**config.mk**
```make
export PLATFORM = sky130hd
export DESIGN_NAME = alu_div_nr
export DESIGN_NICKNAME = d
export VERILOG_FILES = /design/src/rtl/alu_div_nr.sv
export SDC_FILE = /design/constraint.sdc
export NUM_CORES = 1
export LEC_CHECK = 0
export ABC_AREA = 1
export CORE_MARGIN = 1.5
export CORE_UTILIZATION = 52
export CTS_CLUSTER_DIAMETER = 50
export CTS_CLUSTER_SIZE = 20
export DETAILED_ROUTE_END_ITERATION = 6
export PLACE_DENSITY = 0.78
export SETUP_SLACK_MARGIN = 0.5
export SYNTH_ARGS = -nofsm -noshare
export SYNTH_HDL_FRONTEND = slang
export SYNTH_SLANG_ARGS = --single-unit
export TNS_END_PERCENT = 5
```
**constraint.sdc**
```tcl
create_clock -name clk -period 7.25 [get_ports clk]
set_clock_uncertainty 0.1 [all_clocks]
set_input_delay 2.175 -clock clk [delete_from_list [all_inputs] [get_ports clk]]
set_output_delay 2.175 -clock clk [all_outputs]
set_load 0.02 [all_outputs]
```
**src/rtl/alu_div_nr.sv**
```systemverilog
// alu_div_nr: sequential non-restoring divider, signed or unsigned.
// A W-bit divide takes W iteration cycles, one correction cycle and one
// result-load cycle. Divide-by-zero and signed overflow skip straight to the
// result-load cycle. Results are registered and held until the next valid.
module alu_div_nr #(
    parameter int unsigned DATA_WL = 16
) (
    input  logic               clk,
    input  logic               a_reset_l,
    input  logic               start,
    input  logic               signed_op,
    input  logic [DATA_WL-1:0] a_in,
    input  logic [DATA_WL-1:0] b_in,
    output logic               busy,
    output logic               valid,
    output logic [DATA_WL-1:0] q_out,
    output logic [DATA_WL-1:0] r_out,
    output logic               z_flag,
    output logic               dz_flag,
    output logic               ovr_flag
);

    localparam int unsigned CNT_WL = (DATA_WL > 1) ? $clog2(DATA_WL) : 1;
    localparam logic [DATA_WL-1:0] MIN_NEG = {1'b1, {(DATA_WL - 1){1'b0}}};
    localparam logic [DATA_WL-1:0] ALL_ONES = {DATA_WL{1'b1}};
    localparam logic [CNT_WL-1:0] CNT_LOAD = CNT_WL'(DATA_WL - 1);
    localparam logic [CNT_WL-1:0] CNT_ONE = CNT_WL'(1);

    typedef enum logic [1:0] {StIdle, StIter, StCorr, StDone} state_e;

    state_e             state_q;
    logic [CNT_WL-1:0]  cnt_q;
    // Partial remainder, signed, one bit wider than the operands.
    logic [DATA_WL:0]   p_q;
    // Dividend magnitude on entry; shifts out dividend bits and shifts in
    // quotient bits. Holds the signed quotient after correction.
    logic [DATA_WL-1:0] quo_q;
    logic [DATA_WL-1:0] div_q;
    logic [DATA_WL-1:0] a_raw_q;
    logic               sign_q_q;
    logic               sign_r_q;
    logic               dz_q;
    logic               ovr_q;

    logic               a_neg;
    logic               b_neg;
    logic [DATA_WL-1:0] a_mag;
    logic [DATA_WL-1:0] b_mag;
    logic               is_dz;
    logic               is_ovr;
    logic [DATA_WL:0]   d_ext;
    logic [DATA_WL:0]   p_shift;
    logic [DATA_WL:0]   p_step;
    logic [DATA_WL-1:0] quo_step;
    logic [DATA_WL:0]   p_fix;
    logic [DATA_WL-1:0] rem_mag;
    logic [DATA_WL-1:0] q_signed;
    logic [DATA_WL-1:0] r_signed;
    logic [DATA_WL-1:0] q_final;
    logic [DATA_WL-1:0] r_final;

    // Operand preparation and special-case detection on the raw inputs.
    always_comb begin
        a_neg  = signed_op & a_in[DATA_WL-1];
        b_neg  = signed_op & b_in[DATA_WL-1];
        // |MIN_NEG| still fits as an unsigned W-bit magnitude.
        a_mag  = a_neg ? -a_in : a_in;
        b_mag  = b_neg ? -b_in : b_in;
        is_dz  = (b_in == '0);
        is_ovr = signed_op && (a_in == MIN_NEG) && (b_in == ALL_ONES);
    end

    // One non-restoring step; P wraps mod 2^(W+1) but its result always fits.
    always_comb begin
        d_ext    = {1'b0, div_q};
        p_shift  = {p_q[DATA_WL-1:0], quo_q[DATA_WL-1]};
        p_step   = p_q[DATA_WL] ? (p_shift + d_ext) : (p_shift - d_ext);
        quo_step = {quo_q[DATA_WL-2:0], ~p_step[DATA_WL]};
    end

    // Remainder fix-up and sign application (truncating division).
    always_comb begin
        p_fix    = p_q[DATA_WL] ? (p_q + d_ext) : p_q;
        rem_mag  = p_fix[DATA_WL-1:0];
        q_signed = sign_q_q ? -quo_q : quo_q;
        r_signed = sign_r_q ? -rem_mag : rem_mag;
    end

    // Final result selection including divide-by-zero and overflow.
    always_comb begin
        if (dz_q) begin
            q_final = ALL_ONES;
            r_final = a_raw_q;
        end else if (ovr_q) begin
            q_final = MIN_NEG;
            r_final = '0;
        end else begin
            q_final = quo_q;
            r_final = p_q[DATA_WL-1:0];
        end
    end

    // Control FSM, datapath registers and registered outputs.
    always_ff @(posedge clk or negedge a_reset_l) begin
        if (!a_reset_l) begin
            state_q  <= StIdle;
            cnt_q    <= '0;
            p_q      <= '0;
            quo_q    <= '0;
            div_q    <= '0;
            a_raw_q  <= '0;
            sign_q_q <= 1'b0;
            sign_r_q <= 1'b0;
            dz_q     <= 1'b0;
            ovr_q    <= 1'b0;
            busy     <= 1'b0;
            valid    <= 1'b0;
            q_out    <= '0;
            r_out    <= '0;
            z_flag   <= 1'b0;
            dz_flag  <= 1'b0;
            ovr_flag <= 1'b0;
        end else begin
            unique case (state_q)
                StIdle: begin
                    if (valid) begin
                        // Valid cycle is the last busy cycle; start is ignored here.
                        valid <= 1'b0;
                        busy  <= 1'b0;
                    end else if (start) begin
                        busy     <= 1'b1;
                        sign_q_q <= a_neg ^ b_neg;
                        sign_r_q <= a_neg;
                        quo_q    <= a_mag;
                        div_q    <= b_mag;
                        p_q      <= '0;
                        a_raw_q  <= a_in;
                        dz_q     <= is_dz;
                        ovr_q    <= is_ovr;
                        cnt_q    <= CNT_LOAD;
                        state_q  <= (is_dz || is_ovr) ? StDone : StIter;
                    end
                end
                StIter: begin
                    p_q   <= p_step;
                    quo_q <= quo_step;
                    if (cnt_q == '0) begin
                        state_q <= StCorr;
                    end else begin
                        cnt_q <= cnt_q - CNT_ONE;
                    end
                end
                StCorr: begin
                    quo_q   <= q_signed;
                    p_q     <= {1'b0, r_signed};
                    state_q <= StDone;
                end
                StDone: begin
                    q_out    <= q_final;
                    r_out    <= r_final;
                    z_flag   <= (q_final == '0);
                    dz_flag  <= dz_q;
                    ovr_flag <= ovr_q;
                    valid    <= 1'b1;
                    state_q  <= StIdle;
                end
                default: state_q <= StIdle;
            endcase
        end
    end

endmodule
```
==> results of run 1 <==
cell type report:
type,count,area (sq um),share of cell area [%]
tap,216,270,2.85
sequential,112,2800,29.5
timing repair buffer,78,763,8.04
clock inverter,5,62.6,0.659
multi-input combinational,907,4760,50.2
inverter,157,589,6.21
clock buffer,11,243,2.56
per-stage QoR:
| step | instance area (sq um) | total power [mW] | util (%) | hold slack, ps |
|---|---|---|---|---|
| after floorplan | 8300 | 3.23 | - | 353 |
| after global routing | 9490 | 5.03 | 60.4 | 409 |
| after detailed placement | 9190 | 4.05 | 58.5 | 370 |
| after CTS | 9490 | 4.58 | 60.4 | 389 |
| after global placement | 9190 | 3.99 | 58.5 | 368 |
| final | 9490 | 4.62 | 60.4 | 382 |
how the worst max path moves through the flow:
stage,cells after the start,endpoint,start,slack (ps)
2_1_floorplan,16,quo_q[14],a_in[1],3450
3_3_place_gp,7,p_q[2],start,2600
3_5_place_dp,7,p_q[2],start,2460
4_1_cts,7,p_q[2],start,2690
5_1_grt,7,p_q[2],start,2530
6_report,7,p_q[2],start,2700
state kept, by name, indices dropped and copies added (netlist names):
register,count
ovr_flag,1
quo_q,16
q_out,16
p_q,17
dz_flag,1
busy,1
sign_r_q,1
state_q,2
z_flag,1
r_out,16
sign_q_q,1
ovr_q,1
cnt_q,4
dz_q,1
valid,1
a_raw_q,16
div_q,16
logic make-up (layout without fill, tap and decap cells):
group           after synthesis  count (layout)  synth area share, %
compound gates              245             245                 16.6
flops                       112             112                 33.8
buf+inv                     195             251                 8.91
simple gates                585             585                 30.4
fa+ha+maj                    44              44                 6.81
xor+xnor                     33              33                 3.48
placed cells by master, fill, tap and decap left out, drive strengths merged, types with 5 or more instances in the layout:
| cell type | n |
|---|---|
| nand2 | 314 |
| o22ai | 7 |
| buf | 7 |
| clkdlybuf4s50 | 71 |
| nand3 | 125 |
| nand4 | 10 |
| o211ai | 5 |
| clkbuf | 11 |
| a22oi | 5 |
| nor3 | 24 |
| xnor2 | 10 |
| o2111ai | 5 |
| nor2 | 96 |
| dfrtp | 112 |
| or2 | 5 |
| inv | 156 |
| ha | 42 |
| a21oi | 75 |
| xor2 | 23 |
| o21ai | 123 |
per-layer routing:
metal,vias to the layer above,global-route usage [%],routed length (um)
li1,4112,-,-
met1,3931,39.4,10700
met2,279,49.7,11300
met3,46,3.26,1230
met4,0,9.05,579
met5,-,0,0
power groups by stage:
| stage | clock [mW] | sequential [mW] | combinational (mW) |
|---|---|---|---|
| after floorplan | 0 | 1.21 | 2.02 |
| after global placement | 0 | 1.21 | 2.78 |
| after detailed placement | 0 | 1.21 | 2.84 |
| after CTS | 0.519 | 1.20 | 2.86 |
| after global routing | 0.538 | 1.24 | 3.25 |
| final | 0.515 | 1.22 | 2.89 |
worst max-delay path: stages:
cell,delay [ps]
sky130_fd_sc_hd__clkdlybuf4s50_1,470
sky130_fd_sc_hd__o21ai_1,120
sky130_fd_sc_hd__nor2_2,390
sky130_fd_sc_hd__inv_1,290
sky130_fd_sc_hd__nor2_1,810
sky130_fd_sc_hd__inv_1,230
sky130_fd_sc_hd__o21ai_0,240
==> impl_table.tex, run 1 <==
\begin{tabular}{lr}
\hline
Metric & Value \\
\hline
\multicolumn{2}{l}{\textbf{Clocking}} \\
\quad Clock sink count & roughly 110 \\
\quad CTS Hold Bufs & 0 \\
\quad Total number of H-tree levels & 3 \\
\quad Worst-path clk slew & 70 ps \\
\quad Post-CTS repair timing setup buffer count & 0 \\
\quad Clock tree from TritonCTS & yes \\
\quad Number of gates resized after CTS & 0 \\
\quad Buffer depth of the longest clock path & 2 \\
\quad Cell chosen for the clock root & sky130\_fd\_sc\_hd\_\_clkbuf\_16 \\
\quad Clock insertion delay at the later pin of the skew report & around 350 ps \\
\quad Inserted Clock Buffers & 9 \\
\multicolumn{2}{l}{\textbf{Min path}} \\
\quad Hold worst-path end & q\_out[11] \\
\quad Startpoint of the lowest-slack hold path & q\_out[11] \\
\quad Hold path depth & 2 \\
\quad Class of the tightest hold or removal check & register to register \\
\multicolumn{2}{l}{\textbf{Die}} \\
\quad Die Wd & roughly 130 um \\
\quad Core Footprint & roughly 16000 sq um \\
\quad Floorplan row count & 46 \\
\quad Starting density of the core & 52.8\% \\
\quad Top-level port count & 73 \\
\quad Vertical die dimension & 129 um \\
\quad Die footprint & around 17000 sq um \\
\multicolumn{2}{l}{\textbf{Logic synthesis}} \\
\quad Post-synth design cell area & a little over 8000 sq um \\
\quad Count leader, synth & sky130\_fd\_sc\_hd\_\_nand2\_1 \\
\quad Post-synthesis sequential element count & roughly 110 \\
\quad Biggest area consumer among synthesized cells & sky130\_fd\_sc\_hd\_\_dfrtp\_1 \\
\quad Async set or reset register ratio after synthesis & 100\% \\
\quad Primary flip-flop cell chosen by synthesis mapping & sky130\_fd\_sc\_hd\_\_dfrtp\_1 \\
\quad Top area cells in the synthesized netlist & sky130\_fd\_sc\_hd\_\_dfrtp\_1 (34\%), sky130\_fd\_sc\_hd\_\_nand2\_1 (14\%), sky130\_fd\_sc\_hd\_\_nand3\_1 (7.3\%), sky130\_fd\_sc\_hd\_\_inv\_1 (6.5\%), sky130\_fd\_sc\_hd\_\_ha\_1 (6.3\%) \\
\quad Mean post-synth cell area & about 6.8 sq um \\
\quad Sequential fraction of the synthesis area & 33.8\% \\
\quad Post-synthesis net count & approximately 1300 \\
\quad Number of cells produced by synthesis & approximately 1200 \\
\quad Count of unique library cells instantiated by Yosys & 50 \\
\quad Commonest cells in the netlist & sky130\_fd\_sc\_hd\_\_nand2\_1 (312), sky130\_fd\_sc\_hd\_\_inv\_1 (144), sky130\_fd\_sc\_hd\_\_nand3\_1 (121) \\
\quad YS warnings & 0 \\
\quad EDFF count, synth & 0 \\
\quad Area share of the leading cell type in the synthesized netlist & about a third \\
\multicolumn{2}{l}{\textbf{Critical path}} \\
\quad Worst Setup Start Kind & primary input \\
\quad Beginning of the worst register-to-register path & state\_q[1] \\
\quad Critical path peak fanout & 14 \\
\quad Crit path required time & 7420 ps \\
\quad RR Endpoint & r\_out[2] \\
\quad Worst Reg2Reg Path Length in Cells & 8 \\
\quad Worst Setup Path Type & primary input to register \\
\quad WP data arrival & 4720 ps \\
\quad Register-to-Register Setup Slack & 3550 ps \\
\quad Crit path capture type & register \\
\multicolumn{2}{l}{\textbf{Route}} \\
\quad Mean number of vias per cell & 5.63 \\
\quad Average routed wire per standard cell & 16.0 um \\
\quad Via count of the routed design & between 8000 and 9000 \\
\quad Aggregate routed wire length & about 24000 um \\
\quad Initial drt markers & $\sim$740 \\
\quad Number of DRC violations after detailed routing & 0 \\
\quad Number of nets with antenna violations after routing & 0 \\
\quad TritonRoute pass-1 iters & 6 \\
\multicolumn{2}{l}{\textbf{STA}} \\
\quad Max Clock Freq & approximately 0.22 GHz \\
\quad Post-route setup slack & $\sim$2700 ps \\
\quad Setup TNS & 0 ps \\
\quad Final-report max-slew violation count & 0 \\
\quad Unrepaired setup endpoints after global routing & false \\
\quad Final critical path time including I/O delays and setup & 4550 ps \\
\quad Pin slew with the least headroom to its limit & $\sim$1000 ps \\
\quad Share of the cycle needed by the critical path after routing & 62.8\% \\
\quad Final hold viol count & 0 \\
\quad Final setup viols & 0 \\
\quad Max transition margin & between 30\% and 40\% \\
\multicolumn{2}{l}{\textbf{Global route}} \\
\quad Number of antenna violations at the first check in global routing & 0 \\
\quad Total grt overflow & 0 \\
\quad Largest net degree at the start of global routing & 64 \\
\quad Global-route usage over all layers & between 20\% and 30\% \\
\quad Number of global-route vias before repair & between 7000 and 8000 \\
\quad Global-route wire length before repair & a little under 40000 um \\
\multicolumn{2}{l}{\textbf{Job}} \\
\quad Number of maximum-capacitance constraint violations & 0 \\
\multicolumn{2}{l}{\textbf{Power and ir drop}} \\
\quad Power Internal & between 2 and 2.5 mW \\
\quad Leakage power of the design & roughly 4.7 nW \\
\quad Clock group share of total power & 11.1\% \\
\quad Comb pwr share & between 60 and 70\% \\
\quad Sequential group share of total power & between 20\% and 30\% \\
\quad Net Sw Power & between 2 and 2.5 mW \\
\quad Maximum vdd drop & around 0.0002 V \\
\quad Power density over the cells & $\sim$490 nW/um\^{}2 \\
\quad Net switching share of the total power & 51.7\% \\
\multicolumn{2}{l}{\textbf{Placement}} \\
\quad RePlAce Congestion & 0.918 \\
\quad Worst slack after detailed placement & 2460 ps \\
\quad Count of input and output buffers & 72 \\
\quad Placed instance count & 1470 \\
\quad Final HPWL from detailed placement & 18300 um \\
\multicolumn{2}{l}{\textbf{Cells and area}} \\
\quad Number of antenna repair diodes & 0 \\
\quad Ratio of cells with drive above 1 in the final layout & $\sim$4.4\% \\
\quad Total Nets Final & $\sim$1300 \\
\quad Filler Cells Inserted & around 1400 \\
\quad Area overhead of the layout relative to synthesis & 14.3\% \\
\quad Final cell count without fillers & 1486 \\
\multicolumn{2}{l}{\textbf{Outcome}} \\
\quad Run status & completed \\
\hline
\end{tabular}
(Power assumes the default switching activity.)
==> inputs of run 2 (changes only) <==
Settings changed: PLACE_DENSITY 0.78 to 0.81.
Clock period 7.25 ns to 4.1 ns, I/O delays scaled along.
==> run 2 against run 1 <==
  * Worst hold slack improved by 9.5 ps
  * Non-clock buffer count up 9
  * Via count about the same
  * Die area did not move
  * Sequential share of layout area fell by 0.22 points
  * Global-route usage shrank 0.34 points
  * Sequential power increased by 77%
  * Routed wire length decreased by 2.1%
  * Clock power rose by 73%
  * Utilization grew 0.49 points
  * Largest power group unchanged
==> impl_table.tex, run 2 (synthesized netlist as in run 1, its figures left out) <==
\begin{tabular}{lr}
\hline
Metric & Value \\
\hline
\multicolumn{2}{l}{\textbf{Power and ir drop}} \\
\quad Power Internal & 3.96 mW (+78\%) \\
\quad Sequential group share of total power & 26.4\% (about the same) \\
\quad Power density over the cells & 856 nW/um\^{}2 (+76\%) \\
\quad Comb pwr share & 62.7\% (+0.2 points) \\
\quad Maximum vdd drop & 0.000434 V (+120\%) \\
\quad Clock group share of total power & 10.9\% (-0.2 points) \\
\quad Net switching share of the total power & 51.6\% (-0.11 points) \\
\quad Leakage power of the design & 4.70 nW (+1.1\%) \\
\quad Net Sw Power & 4.23 mW (+77\%) \\
\multicolumn{2}{l}{\textbf{Placement}} \\
\quad RePlAce Congestion & 0.937 (+2.1\%) \\
\quad Count of input and output buffers & 72 (unchanged) \\
\quad Final HPWL from detailed placement & 17900 um (-1.9\%) \\
\quad Placed instance count & 1479 (+0.61\%) \\
\multicolumn{2}{l}{\textbf{Critical path}} \\
\quad Crit path required time & 4280 ps (-3140 ps) \\
\quad Crit-path max cell delay & 450 ps (-360 ps) \\
\quad Crit path capture type & register \\
\quad Critical path peak fanout & 5 (-9) \\
\quad Beginning of the worst register-to-register path & div\_q[1] \\
\quad Worst Reg2Reg Path Length in Cells & 17 (+9) \\
\quad Register-to-Register Setup Slack & 760 ps (-2790 ps) \\
\quad Startpoint of the worst setup timing path & div\_q[1] \\
\quad RR Endpoint & quo\_q[0] \\
\quad Worst Setup Start Kind & register \\
\quad Slowest stage cell on the critical path & sky130\_fd\_sc\_hd\_\_dfrtp\_2 \\
\quad WP data arrival & 3520 ps (-1200 ps) \\
\quad CP most frequent cell & sky130\_fd\_sc\_hd\_\_inv\_1 \\
\quad CP cell instances & inv\_1 -> ha\_1 -> inv\_1 -> o21ai\_0 -> inv\_1 -> fa\_1 -> inv\_1 -> nand3\_1 -> nand2\_1 -> a21oi\_1 -> o21ai\_1 -> a21boi\_1 -> o21ai\_2 -> nand2\_1 -> nand3\_1 -> nand3\_1 -> a22oi\_1 \\
\quad Worst Setup Path Type & register to register \\
\multicolumn{2}{l}{\textbf{Global route}} \\
\quad Largest net degree at the start of global routing & 52 (-19\%) \\
\quad Busiest metal layer after global routing & met2 \\
\quad Total grt overflow & 0 (unchanged) \\
\quad Routing usage on met2 & 48.2\% (-1.6 points) \\
\quad Global Route met1 Usage & 39.1\% (-0.36 points) \\
\quad Number of antenna violations at the first check in global routing & 0 (unchanged) \\
\quad Met3 capacity usage during global routing & 3.22\% (-0.041 points) \\
\quad Global-route wire length before repair & 38500 um (about the same) \\
\quad Global-route usage over all layers & 28.9\% (-0.34 points) \\
\quad Number of global-route vias before repair & 7938 (+3.2\%) \\
\multicolumn{2}{l}{\textbf{Cells and area}} \\
\quad Number of antenna repair diodes & 0 (unchanged) \\
\quad Max FFs per register & 17 (unchanged) \\
\quad Most frequent cells in the layout & sky130\_fd\_sc\_hd\_\_nand2\_1 (312), sky130\_fd\_sc\_hd\_\_inv\_1 (144), sky130\_fd\_sc\_hd\_\_nand3\_1 (121) \\
\quad Final cell count without fillers & 1495 (+0.61\%) \\
\quad Register with the highest flop count & p\_q \\
\quad Total Nets Final & 1354 (+0.67\%) \\
\quad Ratio of cells with drive above 1 in the final layout & 5.32\% (+0.91 points) \\
\quad Most common cell after layout, fill and taps aside & sky130\_fd\_sc\_hd\_\_nand2\_1 \\
\quad Area overhead of the layout relative to synthesis & 15.2\% \\
\multicolumn{2}{l}{\textbf{STA}} \\
\quad Max transition margin & 36.0\% (+1.6 points) \\
\quad Final hold viol count & 0 (unchanged) \\
\quad Max Clock Freq & around 0.30 GHz \\
\quad Pin slew with the least headroom to its limit & 956 ps (-24.4 ps) \\
\quad Final critical path time including I/O delays and setup & between 3000 and 4000 ps \\
\quad Share of the cycle needed by the critical path after routing & $\sim$82\% \\
\quad Final setup viols & 0 (unchanged) \\
\quad Setup TNS & 0 ps (unchanged) \\
\quad Unrepaired setup endpoints after global routing & true \\
\quad Final-report max-slew violation count & 0 (unchanged) \\
\multicolumn{2}{l}{\textbf{Clocking}} \\
\quad CTS Hold Bufs & 0 (unchanged) \\
\quad Post-CTS repair timing setup buffer count & 0 (unchanged) \\
\quad Worst-path clk slew & 80 ps (about the same) \\
\quad Number of gates resized after CTS & 0 (unchanged) \\
\quad Total number of H-tree levels & 3 (unchanged) \\
\quad Clock insertion delay at the later pin of the skew report & 360 ps (about the same) \\
\quad Cell chosen for the clock root & sky130\_fd\_sc\_hd\_\_clkbuf\_16 \\
\quad Buffer depth of the longest clock path & 2 (unchanged) \\
\quad Clock sink count & 112 (unchanged) \\
\quad Inserted Clock Buffers & 9 (unchanged) \\
\quad Clock tree from TritonCTS & yes \\
\multicolumn{2}{l}{\textbf{Route}} \\
\quad Average routed wire per standard cell & 15.6 um (-2.6\%) \\
\quad Via count of the routed design & 8373 (+0.060\%) \\
\quad TritonRoute pass-1 iters & 5 (-1) \\
\quad Aggregate routed wire length & 23300 um (-2.1\%) \\
\quad Number of DRC violations after detailed routing & 0 (unchanged) \\
\quad Number of nets with antenna violations after routing & 0 (unchanged) \\
\quad Mean number of vias per cell & 5.60 (-0.54\%) \\
\quad Initial drt markers & 575 (-22\%) \\
\multicolumn{2}{l}{\textbf{Min path}} \\
\quad Hold worst-path end & a\_raw\_q[6] \\
\quad Startpoint of the lowest-slack hold path & a\_raw\_q[6] \\
\quad Class of the tightest hold or removal check & register to register \\
\quad Hold path depth & 2 (unchanged) \\
\multicolumn{2}{l}{\textbf{Die}} \\
\quad Floorplan row count & 46 (unchanged) \\
\quad Top-level port count & 73 (unchanged) \\
\quad Die Wd & 129 um (unchanged) \\
\quad Vertical die dimension & 129 um (unchanged) \\
\quad Die footprint & 16700 sq um (unchanged) \\
\quad Starting density of the core & 52.8\% (unchanged) \\
\quad Core Footprint & 15700 sq um (unchanged) \\
\multicolumn{2}{l}{\textbf{Outcome}} \\
\quad Run status & completed \\
\multicolumn{2}{l}{\textbf{Job}} \\
\quad Number of maximum-capacitance constraint violations & 0 (unchanged) \\
\hline
\end{tabular}
[run 2: power by group through the flow]
stage                     logic [mW]  registers [mW]  clock network (mW)
final                           5.13            2.16               0.893
after global routing            5.80            2.20               0.946
after CTS                       5.08            2.13               0.897
after detailed placement        5.05            2.15                   0
after global placement          4.92            2.15                   0
after floorplan                 3.57            2.14                   0
[run 2: cell type report]
cell class	count	area (sq um)
inverter	157	589
tap	216	270
clock buffer	11	253
timing repair buffer	87	843
sequential	112	2800
clock inverter	5	43.8
fill	1443	6140
multi-input combinational	907	4760
[run 2: layer usage]
metal / part of all wire [%] / wire length (um)
met1: 45 / 10500
met2: 46 / 10800
met3: 5.9 / 1360
met4: 2.8 / 656
met5: 0 / 0
[run 2: worst max-delay path by stage]
stage,endpoint,slack [ps],cells past startpoint
6_report,quo_q[0],760,17
5_1_grt,quo_q[0],440,16
4_1_cts,p_q[14],630,20
3_5_place_dp,quo_q[14],530,17
3_3_place_gp,quo_q[14],610,17
2_1_floorplan,p_q[14],1000,21
[run 2: critical path, delay by kind of cell (launching register included)]
kind	cells	cell delay [ps]
fa+ha+maj	2	710
buf+inv	4	300
simple gates	5	540
flops	1	450
compound gates	6	1160
[run 2: stage by stage]
stage               cell area, sq um  hold WS (ps)  utilization (%)  power (mW)  setup WS [ps]
floorplan                       8300           353                -        5.71           1000
global placement                9270           367             59.0        7.07            613
detailed placement              9270           374             59.0        7.20            526
CTS                             9560           393             60.9        8.12            632
global route                    9570           410             60.9        8.95            441
finish                          9570           392             60.9        8.19            758
==> inputs of run 3 (changes only) <==
Settings changed: PLACE_DENSITY 0.81 to 0.78.
Clock period 4.1 ns to 3.5 ns, I/O delays scaled along.
==> run 3 against run 2 <==
  * Die area is the same
  * Critical path depth up 1
  * Worst hold slack got worse by 5.8 ps
  * Final cell count increased by 0.33%
  * First-iteration DRC count rose by 12%
  * Global-route usage is 1.0 points higher
  * Total power up 19%
  * Largest cell class unchanged
  * Critical path type unchanged
  * Combinational power grew 19%
  * Setup slack worse by 340 ps
==> impl_table.tex, run 3 (synthesized netlist as in run 1, its figures left out) <==
\begin{tabular}{lr}
\hline
Metric & Value \\
\hline
\multicolumn{2}{l}{\textbf{Die}} \\
\quad Starting density of the core & 52.8\% (unchanged) \\
\quad Die footprint & 16700 sq um (unchanged) \\
\quad Vertical die dimension & 129 um (unchanged) \\
\quad Die Wd & 129 um (unchanged) \\
\quad Top-level port count & 73 (unchanged) \\
\quad Floorplan row count & 46 (unchanged) \\
\quad Core Footprint & 15700 sq um (unchanged) \\
\multicolumn{2}{l}{\textbf{Cells and area}} \\
\quad Filler Cells Inserted & 1464 (+1.5\%) \\
\quad Total Nets Final & 1359 (+0.37\%) \\
\quad Max FFs per register & 17 (unchanged) \\
\quad Area overhead of the layout relative to synthesis & 16.3\% \\
\quad Final cell count without fillers & 1500 (+0.33\%) \\
\quad Most frequent cells in the layout & sky130\_fd\_sc\_hd\_\_nand2\_1 (312), sky130\_fd\_sc\_hd\_\_inv\_1 (144), sky130\_fd\_sc\_hd\_\_nand3\_1 (121) \\
\quad Most common cell after layout, fill and taps aside & sky130\_fd\_sc\_hd\_\_nand2\_1 \\
\quad Non-Filler Cell Area, Final & 9650 sq um (+0.89\%) \\
\quad Register with the highest flop count & p\_q \\
\quad Number of antenna repair diodes & 0 (unchanged) \\
\quad Ratio of cells with drive above 1 in the final layout & 6.39\% (+1.1 points) \\
\multicolumn{2}{l}{\textbf{STA}} \\
\quad Hold Slack & 386 ps (-5.83 ps) \\
\quad Final hold viol count & 0 (unchanged) \\
\quad Max transition margin & 56.9\% (+21 points) \\
\quad Final critical path time including I/O delays and setup & 3090 ps (-256 ps) \\
\quad Share of the cycle needed by the critical path after routing & 88.2\% (+6.7 points) \\
\quad Final-report max-slew violation count & 0 (unchanged) \\
\quad Final setup viols & 0 (unchanged) \\
\quad Max Clock Freq & 0.324 GHz (+8.3\%) \\
\quad Setup TNS & 0 ps (unchanged) \\
\quad Unrepaired setup endpoints after global routing & true \\
\quad Pin slew with the least headroom to its limit & 647 ps (-310 ps) \\
\multicolumn{2}{l}{\textbf{Min path}} \\
\quad Startpoint of the lowest-slack hold path & q\_out[11] \\
\quad Class of the tightest hold or removal check & register to register \\
\multicolumn{2}{l}{\textbf{Power and ir drop}} \\
\quad Comb pwr share & 62.6\% (about the same) \\
\quad Net switching share of the total power & 51.6\% (about the same) \\
\quad Power density over the cells & 1010 nW/um\^{}2 (+18\%) \\
\quad Net Sw Power & 5.01 mW (+19\%) \\
\quad Sequential group share of total power & 26.2\% (-0.2 points) \\
\quad Maximum vdd drop & 0.000486 V (+12\%) \\
\quad Leakage power of the design & 4.73 nW (+0.64\%) \\
\quad Power Internal & 4.71 mW (+19\%) \\
\quad Clock group share of total power & 11.3\% (+0.4 points) \\
\multicolumn{2}{l}{\textbf{Critical path}} \\
\quad Worst Setup Path Type & register to register \\
\quad Worst Setup Start Kind & register \\
\quad Crit path capture type & register \\
\quad Startpoint of the worst setup timing path & div\_q[1] \\
\quad Critical path peak fanout & 5 (unchanged) \\
\quad WP data arrival & 3250 ps (-270 ps) \\
\quad Crit path required time & 3660 ps (-620 ps) \\
\quad Beginning of the worst register-to-register path & div\_q[1] \\
\multicolumn{2}{l}{\textbf{Route}} \\
\quad Number of DRC violations after detailed routing & 0 (unchanged) \\
\quad Aggregate routed wire length & 23700 um (+1.9\%) \\
\quad Via count of the routed design & 8456 (+0.99\%) \\
\quad Number of nets with antenna violations after routing & 0 (unchanged) \\
\quad Initial drt markers & 646 (+12\%) \\
\quad Average routed wire per standard cell & 15.8 um (+1.5\%) \\
\quad Mean number of vias per cell & 5.64 (+0.65\%) \\
\quad TritonRoute pass-1 iters & 5 (unchanged) \\
\multicolumn{2}{l}{\textbf{Global route}} \\
\quad Largest net degree at the start of global routing & 67 (+29\%) \\
\quad Global-route wire length before repair & 39300 um (+2.1\%) \\
\quad Number of global-route vias before repair & 7927 (-0.14\%) \\
\quad Total grt overflow & 0 (unchanged) \\
\quad Number of antenna violations at the first check in global routing & 0 (unchanged) \\
\quad Global-route usage over all layers & 29.9\% (+1.0 points) \\
\multicolumn{2}{l}{\textbf{Outcome}} \\
\quad Run status & completed \\
\multicolumn{2}{l}{\textbf{Clocking}} \\
\quad Cell chosen for the clock root & sky130\_fd\_sc\_hd\_\_clkbuf\_16 \\
\quad Worst-path clk slew & 80 ps (about the same) \\
\quad Inserted Clock Buffers & 9 (unchanged) \\
\quad Buffer depth of the longest clock path & 2 (unchanged) \\
\quad Clock insertion delay at the later pin of the skew report & 370 ps (about the same) \\
\quad Clock sink count & 112 (unchanged) \\
\quad Clock tree from TritonCTS & yes \\
\quad Total number of H-tree levels & 3 (unchanged) \\
\multicolumn{2}{l}{\textbf{Placement}} \\
\quad RePlAce Congestion & 0.909 (-3.0\%) \\
\quad Total cell area at the placement stage & 9300 sq um (+0.32\%) \\
\quad Placed instance count & 1483 (+0.27\%) \\
\quad Final HPWL from detailed placement & 18100 um (+0.88\%) \\
\quad Count of input and output buffers & 72 (unchanged) \\
\multicolumn{2}{l}{\textbf{Job}} \\
\quad Number of maximum-capacitance constraint violations & 0 (unchanged) \\
\hline
\end{tabular}
run 3: per-stage QoR:
step	utilization, %	setup WS, ps	total power [mW]
finish	61.4	414	9.72
global route	61.4	148	10.6
CTS	61.4	482	9.64
detailed placement	59.2	90.8	8.44
global placement	59.2	200	8.32
floorplan	-	501	6.69
run 3: worst paths after layout:
| path | slack (ps) | to | cells past startpoint |
|---|---|---|---|
| setup / recovery | 410 | p_q[15] | 18 |
| hold / removal | 390 | q_out[11] | 2 |
| setup reg to reg | 410 | p_q[15] | 18 |
| hold reg to reg | 390 | q_out[11] | 2 |
| max in group asynchronous | 2120 | div_q[1] | 2 |
| min in group asynchronous | 480 | r_out[10] | 1 |
run 3: power groups by stage:
stage	combinational [mW]	sequential (mW)	clock, mW
3_5_place_dp	5.91	2.53	0
3_3_place_gp	5.79	2.52	0
4_1_cts	6.02	2.52	1.10
5_1_grt	6.85	2.60	1.15
6_report	6.08	2.54	1.10
2_1_floorplan	4.19	2.50	0
run 3: worst max-delay path: stages (launching register included):
cell and delay [ps]:
sky130_fd_sc_hd__dfrtp_2 470, sky130_fd_sc_hd__inv_1 110, sky130_fd_sc_hd__ha_1 200, sky130_fd_sc_hd__nand3_1 120, sky130_fd_sc_hd__nor3_2 150, sky130_fd_sc_hd__nand3b_1 130
sky130_fd_sc_hd__nor2_1 210, sky130_fd_sc_hd__a21oi_1 110, sky130_fd_sc_hd__xor2_1 150, sky130_fd_sc_hd__ha_1 350, sky130_fd_sc_hd__inv_1 90, sky130_fd_sc_hd__nor3_1 250
sky130_fd_sc_hd__nand3_1 110, sky130_fd_sc_hd__nand2_1 110, sky130_fd_sc_hd__a21oi_1 70, sky130_fd_sc_hd__o21ai_0 90, sky130_fd_sc_hd__nand2_1 70, sky130_fd_sc_hd__nand2_1 50
sky130_fd_sc_hd__nand2_1 40
run 3: area by class of cell:
cell class	count	area, sq um	area share, %
multi-input cells	907	4800	49.8
flip-flops and latches	112	2810	29.1
repair buffers	92	881	9.13
inverters	157	589	6.10
well taps	216	270	2.80
clock buffers	10	229	2.37
clock inverters	6	73.8	0.765
run 3: repair_timing:
| action | CTS | global route |
|---|---|---|
| pin swaps | 2 | 0 |
| gates cloned | 0 | 0 |
| hold buffers | 0 | 0 |
| resized for setup | 11 | 2 |
| setup buffers | 1 | 0 |
| setup endpoints to repair | 8 | 23 |
run 3: routing by layer:
layer	vias up	global-route usage [%]	part of all wire, %
li1	4143	-	-
met1	3966	40.8	44
met2	296	48.6	47
met3	51	3.06	6.0
met4	0	13.0	3.0
met5	-	0	0
